## src/rtl/ex_ma_pkg.sv

```systemverilog
// Shared types and constants for the EX->MA boundary of the SimpleRISC core.
// Used by the stage register top and its flags/branch sub-unit.
package ex_ma_pkg;

  localparam int XLEN  = 32;
  localparam int RAW   = 4;
  localparam int CNT_W = 32;

  typedef struct packed {
    logic isWb;
    logic isLd;
    logic isSt;
    logic isCmp;
    logic isBeq;
    logic isBgt;
    logic isUBranch;
    logic isRet;
  } ex_ctrl_t;

  typedef struct packed {
    logic            valid;
    logic [XLEN-1:0] pc;
    logic [XLEN-1:0] aluResult;
    logic [XLEN-1:0] op2;
    logic [RAW-1:0]  rd;
    logic            isWb;
    logic            isLd;
    logic            isSt;
  } ma_bundle_t;

  typedef enum logic {
    IDLE = 1'b0,
    KILL = 1'b1
  } kill_state_e;

  // Branch condition, evaluated against the architectural (registered) flags only.
  function automatic logic branch_cond(input ex_ctrl_t c, input logic gt, input logic eq);
    return c.isUBranch | c.isRet | (c.isBeq & eq) | (c.isBgt & gt);
  endfunction

endpackage

```

## src/rtl/ex_ma_stage_reg_flags_branch_unit.sv

```systemverilog
// Architectural gt/eq flags register plus the EX-stage branch decision and target mux.
// The decision uses the registered flags, so a cmp only affects branches after it advances.
module flags_branch_unit
  import ex_ma_pkg::*;
(
  input  logic            clk,
  input  logic            rst_n,
  input  logic            adv,
  input  ex_ctrl_t        ctrl,
  input  logic            ex_gt,
  input  logic            ex_eq,
  input  logic [XLEN-1:0] ex_op1,
  input  logic [XLEN-1:0] ex_branchTarget,
  output logic            flags_gt,
  output logic            flags_eq,
  output logic            isBranchTaken,
  output logic [XLEN-1:0] branchPC
);

  logic            r_gt;
  logic            r_eq;
  logic            w_taken;
  logic [XLEN-1:0] w_branch_pc;

  // Flags register: only an advancing cmp writes it.
  always_ff @(posedge clk or negedge rst_n) begin
    if (!rst_n) begin
      r_gt <= 1'b0;
      r_eq <= 1'b0;
    end else if (adv && ctrl.isCmp) begin
      r_gt <= ex_gt;
      r_eq <= ex_eq;
    end else begin
      r_gt <= r_gt;
      r_eq <= r_eq;
    end
  end

  // Branch decision and redirect target; target reads as zero when not taken.
  always_comb begin
    w_taken     = adv & branch_cond(ctrl, r_gt, r_eq);
    w_branch_pc = {XLEN{1'b0}};
    if (w_taken) begin
      if (ctrl.isRet) begin
        w_branch_pc = ex_op1;
      end else begin
        w_branch_pc = ex_branchTarget;
      end
    end else begin
      w_branch_pc = {XLEN{1'b0}};
    end
  end

  assign flags_gt      = r_gt;
  assign flags_eq      = r_eq;
  assign isBranchTaken = w_taken;
  assign branchPC      = w_branch_pc;

endmodule

```

## src/rtl/ex_ma_stage_reg.sv

```systemverilog
// EX->MA pipeline register: latches ALU result and controls into MA, owns the wrong-path
// kill pulse FSM and the retired-instruction counter; flags/branch logic lives in a sub-unit.
module ex_ma_stage_reg
  import ex_ma_pkg::*;
(
  input  logic             clk,
  input  logic             rst_n,
  input  logic             stall_i,
  input  logic             flush_i,
  input  logic             ex_valid,
  input  logic [XLEN-1:0]  ex_pc,
  input  logic [XLEN-1:0]  ex_aluResult,
  input  logic             ex_gt,
  input  logic             ex_eq,
  input  logic [XLEN-1:0]  ex_op2,
  input  logic [XLEN-1:0]  ex_branchTarget,
  input  logic [XLEN-1:0]  ex_op1,
  input  logic [RAW-1:0]   ex_rd,
  input  logic             ex_isCmp,
  input  logic             ex_isBeq,
  input  logic             ex_isBgt,
  input  logic             ex_isUBranch,
  input  logic             ex_isRet,
  input  logic             ex_isWb,
  input  logic             ex_isLd,
  input  logic             ex_isSt,
  output logic             ma_valid,
  output logic [XLEN-1:0]  ma_pc,
  output logic [XLEN-1:0]  ma_aluResult,
  output logic [XLEN-1:0]  ma_op2,
  output logic [RAW-1:0]   ma_rd,
  output logic             ma_isWb,
  output logic             ma_isLd,
  output logic             ma_isSt,
  output logic             flags_gt,
  output logic             flags_eq,
  output logic             isBranchTaken,
  output logic [XLEN-1:0]  branchPC,
  output logic             kill_younger,
  output logic [CNT_W-1:0] retired_cnt
);

  ex_ctrl_t         w_ctrl;
  ma_bundle_t       w_ex_bundle;
  ma_bundle_t       r_ma;
  kill_state_e      r_state;
  logic [CNT_W-1:0] r_retired_cnt;
  logic             w_adv;
  logic             w_taken;

  assign w_adv = ex_valid & ~stall_i & ~flush_i;

  assign w_ctrl = '{
    isWb:      ex_isWb,
    isLd:      ex_isLd,
    isSt:      ex_isSt,
    isCmp:     ex_isCmp,
    isBeq:     ex_isBeq,
    isBgt:     ex_isBgt,
    isUBranch: ex_isUBranch,
    isRet:     ex_isRet
  };

  assign w_ex_bundle = '{
    valid:     ex_valid,
    pc:        ex_pc,
    aluResult: ex_aluResult,
    op2:       ex_op2,
    rd:        ex_rd,
    isWb:      ex_isWb,
    isLd:      ex_isLd,
    isSt:      ex_isSt
  };

  flags_branch_unit u_flags_branch (
    .clk            (clk),
    .rst_n          (rst_n),
    .adv            (w_adv),
    .ctrl           (w_ctrl),
    .ex_gt          (ex_gt),
    .ex_eq          (ex_eq),
    .ex_op1         (ex_op1),
    .ex_branchTarget(ex_branchTarget),
    .flags_gt       (flags_gt),
    .flags_eq       (flags_eq),
    .isBranchTaken  (w_taken),
    .branchPC       (branchPC)
  );

  // MA latch: flush kills the entry (data fields keep their stale value), stall holds.
  always_ff @(posedge clk or negedge rst_n) begin
    if (!rst_n) begin
      r_ma <= '0;
    end else if (flush_i) begin
      r_ma.valid <= 1'b0;
      r_ma.isWb  <= 1'b0;
      r_ma.isLd  <= 1'b0;
      r_ma.isSt  <= 1'b0;
    end else if (stall_i) begin
      r_ma <= r_ma;
    end else begin
      r_ma <= w_ex_bundle;
    end
  end

  // Wrong-path kill FSM: one KILL cycle per taken branch, re-armed by back-to-back branches.
  always_ff @(posedge clk or negedge rst_n) begin
    if (!rst_n) begin
      r_state <= IDLE;
    end else begin
      case (r_state)
        IDLE: begin
          if (w_taken) begin
            r_state <= KILL;
          end else begin
            r_state <= IDLE;
          end
        end
        KILL: begin
          if (flush_i) begin
            r_state <= IDLE;
          end else if (w_taken) begin
            r_state <= KILL;
          end else begin
            r_state <= IDLE;
          end
        end
        default: r_state <= IDLE;
      endcase
    end
  end

  // Retired counter: wraps naturally at 2^CNT_W.
  always_ff @(posedge clk or negedge rst_n) begin
    if (!rst_n) begin
      r_retired_cnt <= {CNT_W{1'b0}};
    end else if (w_adv) begin
      r_retired_cnt <= r_retired_cnt + {{(CNT_W-1){1'b0}}, 1'b1};
    end else begin
      r_retired_cnt <= r_retired_cnt;
    end
  end

  assign ma_valid      = r_ma.valid;
  assign ma_pc         = r_ma.pc;
  assign ma_aluResult  = r_ma.aluResult;
  assign ma_op2        = r_ma.op2;
  assign ma_rd         = r_ma.rd;
  assign ma_isWb       = r_ma.isWb;
  assign ma_isLd       = r_ma.isLd;
  assign ma_isSt       = r_ma.isSt;
  assign isBranchTaken = w_taken;
  assign kill_younger  = (r_state == KILL);
  assign retired_cnt   = r_retired_cnt;

endmodule

```

## config.mk

```make
export PLATFORM = sky130hd
export DESIGN_NAME = ex_ma_stage_reg
export DESIGN_NICKNAME = d
export VERILOG_FILES = /design/src/rtl/ex_ma_pkg.sv /design/src/rtl/ex_ma_stage_reg_flags_branch_unit.sv /design/src/rtl/ex_ma_stage_reg.sv
export SDC_FILE = /design/constraint.sdc
export NUM_CORES = 1
export LEC_CHECK = 0
export CAP_MARGIN = 20
export CORE_AREA = 2 2 137 139
export DETAILED_ROUTE_END_ITERATION = 10
export DIE_AREA = 0 0 139 141
export DONT_BUFFER_PORTS = 1
export SLEW_MARGIN = 20
export SYNTH_ARGS = -nofsm -noshare
export SYNTH_HDL_FRONTEND = slang
export SYNTH_HIERARCHICAL = 1
export SYNTH_SLANG_ARGS = --single-unit
```

## constraint.sdc

```tcl
create_clock -name clk -period 3.1 [get_ports clk]
set_input_delay 0.465 -clock clk [delete_from_list [all_inputs] [get_ports clk]]
set_output_delay 0.465 -clock clk [all_outputs]
set_load 0.01 [all_outputs]
```

==> flow_metrics.env, run 1 <==
export IMPL_worst_ep_arrival_time_ns=1.95
export IMPL_areaGrowthSynthToFinish_pct=13.1
export IMPL_dr_first_iter_drc_count=142
export IMPL_cp_required_ns=2.63
export IMPL_multi_input_comb_area_um2=2540
export IMPL_clkPwrFrac_pct=42.6
export IMPL_finalWorstSetupSlack_ns=0.688
export IMPL_post_cts_buffers=0
export IMPL_dp_hpwl_mm=11.8
export IMPL_pwr_share_comb_pct=8.6
export IMPL_use_met1_pct=14.4
export IMPL_gp_congestion=0.794
export IMPL_grt_ovfl_total=0
export IMPL_syn_avg_cell_area_um2=13.9
export IMPL_grt_max_degree=140
export IMPL_grt_busiest_layer="met2"
export IMPL_cp_cell_sequence="nor2_4 -> and2_1 -> clkinv_1 -> buf_16 -> a211oi_1 -> buf_4"
export IMPL_power_density_nw_per_um2=687
export IMPL_dr_pass1_iters=4
export IMPL_ys_seq_area_share_pct=55.6
export IMPL_wl_per_cell_um=22.6
export IMPL_swShare_pct=27.8
export IMPL_cts_num_sinks=139
export IMPL_peakVddDrop_mv=0.453
export IMPL_leakagePower_nw=3.06
export IMPL_criticalPathCategory="in2out"
export IMPL_die_y_um=141
export IMPL_routed_wl_mm=15.8
export IMPL_switchingPower_w=0.00135
export IMPL_fmax_mhz=415
export IMPL_preCtsSetupSlack_ns=0.587
export IMPL_finalClockSkew_ns=0.00636
export IMPL_yosysUniqueCellTypes=35
export IMPL_period_share_pct=77.8
export IMPL_fillCellCount=1717
export IMPL_io_pins=351
export IMPL_fin_crit_ns=2.41
export IMPL_cts_buffers=17
export IMPL_port_buffers=0
export IMPL_start_util_pct=34.2
export IMPL_syn_nets=630
export IMPL_start_kind="input port"
export IMPL_viasPerCell=5.31
export IMPL_finalHoldViolCount=139
export IMPL_clock_latency_ns=0.41
export IMPL_slew_viol_final=0
export IMPL_cp_slowest_cell="clkinv_1"
export IMPL_nNetsFinal=632
export IMPL_cts_max_level=4
export IMPL_p_int_w=0.00351
export IMPL_regArea_um2=3480
export IMPL_use_met3_pct=6.56
export IMPL_crit_path_max_incr_delay_ns=0.40
export IMPL_finalSetupViolCount=0
export IMPL_max_slew_margin_rel_pct=44.2
export IMPL_ant_nets=0
export IMPL_drv_cap=0
export IMPL_ys_seq_elements=139
export IMPL_grt_pass1_vias=4085
export IMPL_placementRows=50
export IMPL_layout_drive_gt1_share_pct=36.3
export IMPL_finalPower_w=0.00486
export IMPL_syn_cell_area_um2=6250
export IMPL_synth_warnings=6
export IMPL_met2_usage_pct=30.1
export IMPL_num_vias=3714
export IMPL_synthCells=450
export IMPL_violations="hold timing"
export IMPL_fin_hold_ws_ns=-0.257
export IMPL_status="finished, violations left"
export IMPL_path_max_fanout=23
export IMPL_antenna_found_initial=2
export IMPL_die_area_um2=19600
export IMPL_clockBufferDepth=2
export IMPL_p_seq_share_pct=48.8
export IMPL_grt_usage_pct=15.7
export IMPL_grt_pass1_wl_mm=23.5
export IMPL_clk_pin_slew_ns=0.07
export IMPL_cts_root_buf="clkbuf_16"
export IMPL_setup_tns_ns=0
export IMPL_rsz0062_at_grt="false"
export IMPL_drc=0
export IMPL_core_area_um2=18300
export IMPL_cts_tree="built"
export IMPL_endpoint_kind="output port"
export IMPL_dieWidth_um=139
export IMPL_min_path_type="in2async"
export IMPL_cts_resized=0
export IMPL_tightest_slew_ns=0.838
[through the flow]
step                util [%]  std cells  cell area [um2]  hold slack (ns)
floorplan                  -        450             6250            0.169
global placement        35.2        666             6440            0.172
detailed placement      35.2        666             6440            0.171
CTS                     38.5        698             7040           -0.283
global route            38.7        700             7070           -0.292
finish                  38.7        700             7070           -0.257
[cell usage in the layout, fill, tap and decap left out, types with 2 or more instances in the layout]
master,instances
nor4_2,3
nor4_4,2
nand4_1,3
mux2i_1,36
inv_6,5
nor3_1,7
inv_1,6
a211oi_2,10
xnor2_1,11
mux2_2,103
buf_4,13
and2_1,3
nor4_1,7
clkinv_4,2
dfrtp_1,139
xor2_1,20
nor2_1,9
bufinv_16,2
nand2_1,14
inv_8,4
clkbuf_16,17
nand3_1,10
a211oi_1,22
[registers in the layout, indices dropped and copies added (netlist names), 4 cells and up]
name and count:
ma_pc 32, retired_cnt 32, ma_rd 4, ma_aluResult 32
ma_op2 32
[critical path, delay by kind of cell]
kind	cells	cell delay, ns
compound gates	1	0.20
simple gates	2	0.42
buf+inv	3	0.86
[power by group through the flow]
stage               clock network, W  registers (W)  logic (W)
finish                       0.00207        0.00237   0.000416
global route                 0.00220        0.00240   0.000458
CTS                          0.00213        0.00238   0.000421
detailed placement                 0        0.00241   0.000422
global placement                   0        0.00241   0.000399
floorplan                          0        0.00232   0.000365
[cell usage after synthesis, drive strengths merged]
master,count,area share (%)
nand4,4,0.50
inv,7,0.42
or4,1,0.12
xor2,20,2.8
nand3,10,0.80
and4bb,1,0.20
ha,1,0.20
nor4,12,2.0
a21boi,1,0.12
mux2,103,19
nor3,7,0.56
and2,3,0.30
nand2,14,0.84
clkbuf,18,1.1
xnor2,11,1.5
and4,2,0.30
or3,1,0.10
a21oi,1,0.080
nor2,10,0.60
a211oi,33,5.0
mux2i,36,5.8
dfrtp,139,56
buf,13,2.3
and3,2,0.22
[area by class of cell]
| cell class | instances | area share [%] |
|---|---|---|
| timing repair buffer | 14 | 1.77 |
| inverter | 7 | 0.372 |
| clock inverter | 14 | 2.46 |
| multi-input combinational | 273 | 36.0 |
| clock buffer | 18 | 6.07 |
| antenna | 1 | 0.0354 |
| sequential | 139 | 49.2 |
| tap | 234 | 4.14 |
[cell families (layout without fill, tap and decap cells)]
group	after synthesis	count (layout)	share of synthesized area, %
buf+inv	38	53	3.84
mux	139	139	24.3
xor+xnor	31	31	4.34
fa+ha+maj	1	1	0.200
simple gates	67	67	6.52
flops	139	139	55.6
other cells	0	1	0
compound gates	35	35	5.16
[layer usage]
| layer | wire length, um | vias up | part of all wire [%] |
|---|---|---|---|
| li1 | - | 1622 | - |
| met1 | 4920 | 1838 | 31 |
| met2 | 8950 | 231 | 57 |
| met3 | 1480 | 21 | 9.4 |
| met4 | 413 | 2 | 2.6 |
| met5 | 13 | - | 0.082 |
[final timing paths]
check | start | end | slack [ns] | depth (start not counted)
worst max register to register | retired_cnt[6]$_DFFE_PN0P_ | retired_cnt[24]$_DFFE_PN0P_ | 0.74 | 4
worst max-delay path | flush_i | branchPC[19] | 0.69 | 6
worst min-delay path | rst_n | ma_aluResult[19]$_DFFE_PN0P_ | -0.26 | 0
worst min register to register | retired_cnt[31]$_DFFE_PN0P_ | retired_cnt[31]$_DFFE_PN0P_ | 0.53 | 1
max in group asynchronous | rst_n | retired_cnt[7]$_DFFE_PN0P_ | 3.16 | 0
min in group clk | flush_i | ma_isLd$_DFFE_PN0P_ | 0.12 | 1
Note: power is estimated with default switching activity, not from simulation.
==> run 2, diff against run 1 <==
- clock period: 3.1 -> 2.24 ns (I/O delays scaled with it)
==> run 2 against run 1 <==
The flow still finishes with violations (hold timing). Setup slack worse by 0.55 ns. Clock skew is 0.0020 ns higher. Combinational power is 42% higher. Flip-flop and latch count stayed put. Via count is 1.2% higher. Total power is 34% higher. Critical path depth is 2 lower. Routed wire length is 0.16% higher. Sequential power is 38% higher. Cell count is 3.9% higher. Clock power is 27% higher. Die area stayed put.
==> flow_metrics.env, run 2 (synthesis results as in run 1) <==
export IMPL_final_cell_mix="dfrtp_1, mux2_2, buf_4, mux2i_1, a211oi_1"
export IMPL_stdcell_area_um2=7230
export IMPL_violations="hold timing"
export IMPL_clock_latency_ns=0.42
export IMPL_grt_max_degree=140
export IMPL_dp_hpwl_mm=12.0
export IMPL_max_slew_margin_rel_pct=61.5
export IMPL_grt_ovfl_total=0
export IMPL_worst_ep_arrival_time_ns=1.76
export IMPL_place_area_um2=6650
export IMPL_drc=0
export IMPL_leakagePower_nw=3.17
export IMPL_cts_num_sinks=139
export IMPL_nNetsFinal=659
export IMPL_clockBufferDepth=2
export IMPL_finalSetupViolCount=0
export IMPL_peakVddDrop_mv=0.467
export IMPL_io_pins=351
export IMPL_cts_root_buf="clkbuf_16"
export IMPL_start_util_pct=34.2
export IMPL_period_share_pct=93.7
export IMPL_dr_pass1_iters=4
export IMPL_routed_wl_mm=15.8
export IMPL_drv_cap=0
export IMPL_grt_pass1_wl_mm=23.6
export IMPL_grt_pass1_vias=4053
export IMPL_layout_drive_gt1_share_pct=39.6
export IMPL_tightest_slew_ns=0.577
export IMPL_die_y_um=141
export IMPL_dieWidth_um=139
export IMPL_path_max_fanout=23
export IMPL_viasPerCell=5.17
export IMPL_post_cts_buffers=0
export IMPL_endpoint_kind="output port"
export IMPL_wl_per_cell_um=21.8
export IMPL_fin_hold_ws_ns=-0.393
export IMPL_fmax_mhz=476
export IMPL_grt_usage_pct=15.7
export IMPL_start_kind="register"
export IMPL_setup_tns_ns=0
export IMPL_criticalPathCategory="reg2out"
export IMPL_areaGrowthSynthToFinish_pct=15.5
export IMPL_layout_commonest_cell="dfrtp_1"
export IMPL_power_density_nw_per_um2=898
export IMPL_dr_first_iter_drc_count=135
export IMPL_fin_crit_ns=2.10
export IMPL_status="finished, violations left"
export IMPL_min_path_type="in2async"
export IMPL_r2r_cells=5
export IMPL_finalHoldViolCount=139
export IMPL_regArea_um2=3480
export IMPL_cp_required_ns=1.90
export IMPL_ant_nets=0
export IMPL_gp_congestion=0.847
export IMPL_cts_resized=0
export IMPL_cts_tree="built"
export IMPL_placementRows=50
export IMPL_rsz0062_at_grt="false"
export IMPL_holdBufCountCts=1
export IMPL_core_area_um2=18300
export IMPL_die_area_um2=19600
export IMPL_cts_buffers=17
export IMPL_clk_pin_slew_ns=0.06
export IMPL_multi_input_comb_area_um2=2540
export IMPL_port_buffers=0
export IMPL_cts_max_level=4
export IMPL_antenna_found_initial=2
export IMPL_finalClockSkew_ns=0.00841
export IMPL_slew_viol_final=0
export IMPL_num_vias=3760
export IMPL_fillCellCount=1722
==> run 2: per-layer routing <==
metal  routed length [um]  track usage (%)  share of wire (%)  vias to the layer above
li1                     -                -                  -                     1670
met2                 8990             30.1                 57                      243
met4                  318             5.95                2.0                        2
met3                 1600             7.03                 10                       21
met1                 4890             14.6                 31                     1824
met5                    8                0              0.051                        -
==> run 2: cell type report <==
cell class                      count  share of cell area (%)
Multi-Input combinational cell    273                    35.2
Timing Repair Buffer               41                    4.47
Antenna cell                        1                  0.0346
Inverter                            7                   0.364
Clock inverter                     14                    1.82
Tap cell                          234                    4.05
Clock buffer                       18                    5.94
Sequential cell                   139                    48.1
==> run 2: path summary, 6_finish.rpt <==
kind	slack, ns	end	startpoint
setup / recovery	0.14	branchPC[20]	u_flags_branch/flags_eq$_DFFE_PN0P_
hold / removal	-0.39	ma_aluResult[19]$_DFFE_PN0P_	rst_n
setup reg to reg	0.33	retired_cnt[27]$_DFFE_PN0P_	retired_cnt[13]$_DFFE_PN0P_
hold reg to reg	0.56	kill_younger$_DFF_PN0_	kill_younger$_DFF_PN0_
max in group asynchronous	2.47	ma_pc[1]$_DFFE_PN0P_	rst_n
min in group clk	0.06	ma_pc[2]$_DFFE_PN0P_	ex_pc[2]
==> run 2: stage by stage <==
| stage | std cells | util [%] | power [W] | setup WS, ns |
|---|---|---|---|---|
| 2_1_floorplan | 450 | - | 0.00372 | 0.276 |
| 3_3_place_gp | 693 | 36.4 | 0.00388 | 0.374 |
| 3_5_place_dp | 693 | 36.4 | 0.00392 | 0.317 |
| 4_1_cts | 726 | 39.5 | 0.00657 | 0.0694 |
| 5_1_grt | 727 | 39.6 | 0.00677 | 0.0394 |
| 6_report | 727 | 39.6 | 0.00649 | 0.140 |
==> run 2: critical path, cell delays in order, from the launching register on <==
cell,delay [ns]
dfrtp_1,0.50
a211oi_4,0.10
buf_4,0.23
a211oi_1,0.34
buf_4,0.18
==> run 2: power breakdown <==
part	total, W	internal, W	switching, W
Sequential	0.00328	0.00283	0.000445
Clock	0.00262	0.00146	0.00116
Combinational	0.000590	0.000347	0.000243
Total	0.00649	0.00464	0.00185
==> run 3, diff against run 2 <==
- SYNTH_HIERARCHICAL: 1 -> not set
==> run 3 against run 2 <==
Synthesized area decreased by 5.5%. Register-to-register slack improved by 0.16 ns. Final area decreased by 5.1%. Synthesized cell count decreased by 4.4%. Clock skew decreased by 0.0013 ns. The flow still finishes with violations (hold timing). Total power increased by 5.6%. Cell count decreased by 5.6%. Sequential power about the same. Maximum frequency decreased by 3.5%. Die area unchanged. Setup slack got worse by 0.076 ns.
==> flow_metrics.env, run 3 <==
export IMPL_grt_usage_pct=15.1
export IMPL_viasPerCell=5.08
export IMPL_grt_max_degree=140
export IMPL_wl_per_cell_um=22.1
export IMPL_worst_ep_arrival_time_ns=1.84
export IMPL_synthCells=430
export IMPL_min_path_type="in2async"
export IMPL_drv_cap=0
export IMPL_finalHoldViolCount=139
export IMPL_layout_commonest_cell="dfrtp_1"
export IMPL_holdBufCountCts=1
export IMPL_r2r_cells=4
export IMPL_grt_pass1_vias=3581
export IMPL_antenna_found_initial=4
export IMPL_max_slew_margin_rel_pct=61.4
export IMPL_synth_edff_count=0
export IMPL_start_util_pct=32.3
export IMPL_ys_seq_elements=139
export IMPL_antenna_cells=0
export IMPL_crit_path_max_incr_delay_ns=0.44
export IMPL_grt_ovfl_total=0
export IMPL_clk_pin_slew_ns=0.06
export IMPL_finalNonFillerCells=686
export IMPL_layout_drive_gt1_share_pct=33.0
export IMPL_leakagePower_nw=2.95
export IMPL_peakVddDrop_mv=0.508
export IMPL_cts_max_level=4
export IMPL_die_y_um=141
export IMPL_period_share_pct=97.1
export IMPL_endpoint_kind="output port"
export IMPL_cts_root_buf="clkbuf_16"
export IMPL_synth_async_sr_flop_share_pct=100
export IMPL_stdcell_area_um2=6860
export IMPL_fmax_mhz=460
export IMPL_cts_buffers=17
export IMPL_tightest_slew_ns=0.575
export IMPL_fin_crit_ns=2.18
export IMPL_synthTopCellsByCount="dfrtp_1, mux2_2, nor2_1, mux2i_1, xnor2_1"
export IMPL_yosys_area_top_type="dfrtp_1"
export IMPL_slew_viol_final=0
export IMPL_gp_congestion=0.753
export IMPL_synth_area_leaders="dfrtp_1, mux2_2, mux2i_1"
export IMPL_dr_first_iter_drc_count=112
export IMPL_synth_top_area_share_pct=58.9
export IMPL_fin_hold_ws_ns=-0.385
export IMPL_cts_tree="built"
export IMPL_final_cell_mix="dfrtp_1, mux2_2, nor2_1, mux2i_1, xnor2_1"
export IMPL_dr_pass1_iters=4
export IMPL_synth_top_flop_cell="dfrtp_1"
export IMPL_power_density_nw_per_um2=999
export IMPL_syn_cell_area_um2=5910
export IMPL_nNetsFinal=619
export IMPL_syn_nets=610
export IMPL_clockBufferDepth=2
export IMPL_cp_cell_sequence="a22o_1 -> o311ai_4 -> buf_12 -> nor2_1 -> buf_4"
export IMPL_dieWidth_um=139
export IMPL_r2r_start="retired_cnt[2]$_DFFE_PN0P_"
export IMPL_path_max_fanout=34
export IMPL_start_kind="register"
export IMPL_num_vias=3488
export IMPL_ys_seq_area_share_pct=58.9
export IMPL_synth_warnings=0
export IMPL_dp_cells=653
export IMPL_finalPower_w=0.00685
export IMPL_finalSetupViolCount=0
export IMPL_fillCellCount=1717
export IMPL_yosysMostFrequentCell="dfrtp_1"
export IMPL_finalClockSkew_ns=0.00714
export IMPL_routed_wl_mm=15.2
export IMPL_dp_hpwl_mm=11.5
export IMPL_cp_required_ns=1.90
export IMPL_die_area_um2=19600
export IMPL_r2r_end="retired_cnt[26]$_DFFE_PN0P_"
export IMPL_violations="hold timing"
export IMPL_cts_num_sinks=139
export IMPL_core_area_um2=18300
export IMPL_grt_pass1_wl_mm=22.1
export IMPL_placementRows=50
export IMPL_criticalPathCategory="reg2out"
export IMPL_rrSetupSlack_ns=0.49
export IMPL_io_pins=351
export IMPL_areaGrowthSynthToFinish_pct=16.1
export IMPL_ant_nets=0
export IMPL_clock_latency_ns=0.41
export IMPL_status="finished, violations left"
export IMPL_place_area_um2=6200
export IMPL_yosysUniqueCellTypes=26
export IMPL_drc=0
export IMPL_port_buffers=0
export IMPL_syn_avg_cell_area_um2=13.7
export IMPL_cp_slowest_cell="dfrtp_1"
run 3: cell count changes after synthesis, moves of 7 or more:
cell      delta
nand4_1      +8
xor2_1      -14
a211oi_2    -10
a211oi_1    -22
nor2_1      +32
clkbuf_1     -9
nor4_1       -7
xnor2_1     +14
run 3: timing repair:
item	CTS	global route
gates resized for setup	2	1
setup endpoints to repair	2	2
buffers inserted	0	0
hold endpoints to repair	143	139
run 3: layout make-up:
class | count | area (um2) | area share (%)
well taps | 234 | 293 | 4.27
multi-input cells | 269 | 2340 | 34.2
flip-flops and latches | 139 | 3480 | 50.7
clock buffers | 20 | 447 | 6.51
repair buffers | 10 | 103 | 1.50
clock inverters | 12 | 186 | 2.72
inverters | 2 | 7.51 | 0.109
run 3: report_power, final:
group          internal (W)  switching (W)  leakage (nW)
clock network       0.00191        0.00111         0.298
registers           0.00283       0.000428          1.70
logic              0.000343       0.000223         0.951
total               0.00509        0.00176          2.95
run 3: through the flow:
stage | hold WS, ns | setup slack [ns] | util, % | TNS [ns]
after floorplan | 0.0404 | 0.475 | - | 0
after global placement | 0.0433 | 0.422 | 33.9 | 0
after detailed placement | 0.0433 | 0.387 | 33.9 | 0
after CTS | -0.415 | 0.0205 | 37.5 | 0
after global routing | -0.415 | -0.00119 | 37.5 | -0.00119
final | -0.385 | 0.0645 | 37.5 | 0
run 3: kinds of logic after synthesis:
kind of cell	count (synthesis)	share of synthesized area (%)
compound gates	2	0.424
fa+ha+maj	1	0.212
simple gates	96	8.39
xor+xnor	31	4.60
flops	139	58.9
mux	139	25.7
buf+inv	22	1.76
run 3: worst max-delay path by stage:
stage	to	from	cells after the start
final	branchPC[12]	u_flags_branch.flags_eq$_DFFE_PN0P_	5
after global routing	branchPC[12]	u_flags_branch.flags_eq$_DFFE_PN0P_	5
after CTS	branchPC[12]	u_flags_branch.flags_eq$_DFFE_PN0P_	5
after detailed placement	branchPC[12]	u_flags_branch.flags_eq$_DFFE_PN0P_	5
after global placement	branchPC[21]	u_flags_branch.flags_eq$_DFFE_PN0P_	5
after floorplan	branchPC[10]	stall_i	6
run 3: per-layer routing:
layer	GRT usage [%]	up-vias	share of wire, %
li1	-	1532	-
met1	13.9	1739	32
met2	28.8	191	57
met3	6.90	26	9.4
met4	6.49	0	2.2
met5	0	-	0
run 3: critical path: cells and delay by family, from the launching register on:
kind | cells | cell delay [ns]
compound gates | 2 | 0.53
flops | 1 | 0.44
buf+inv | 2 | 0.37
simple gates | 1 | 0.07
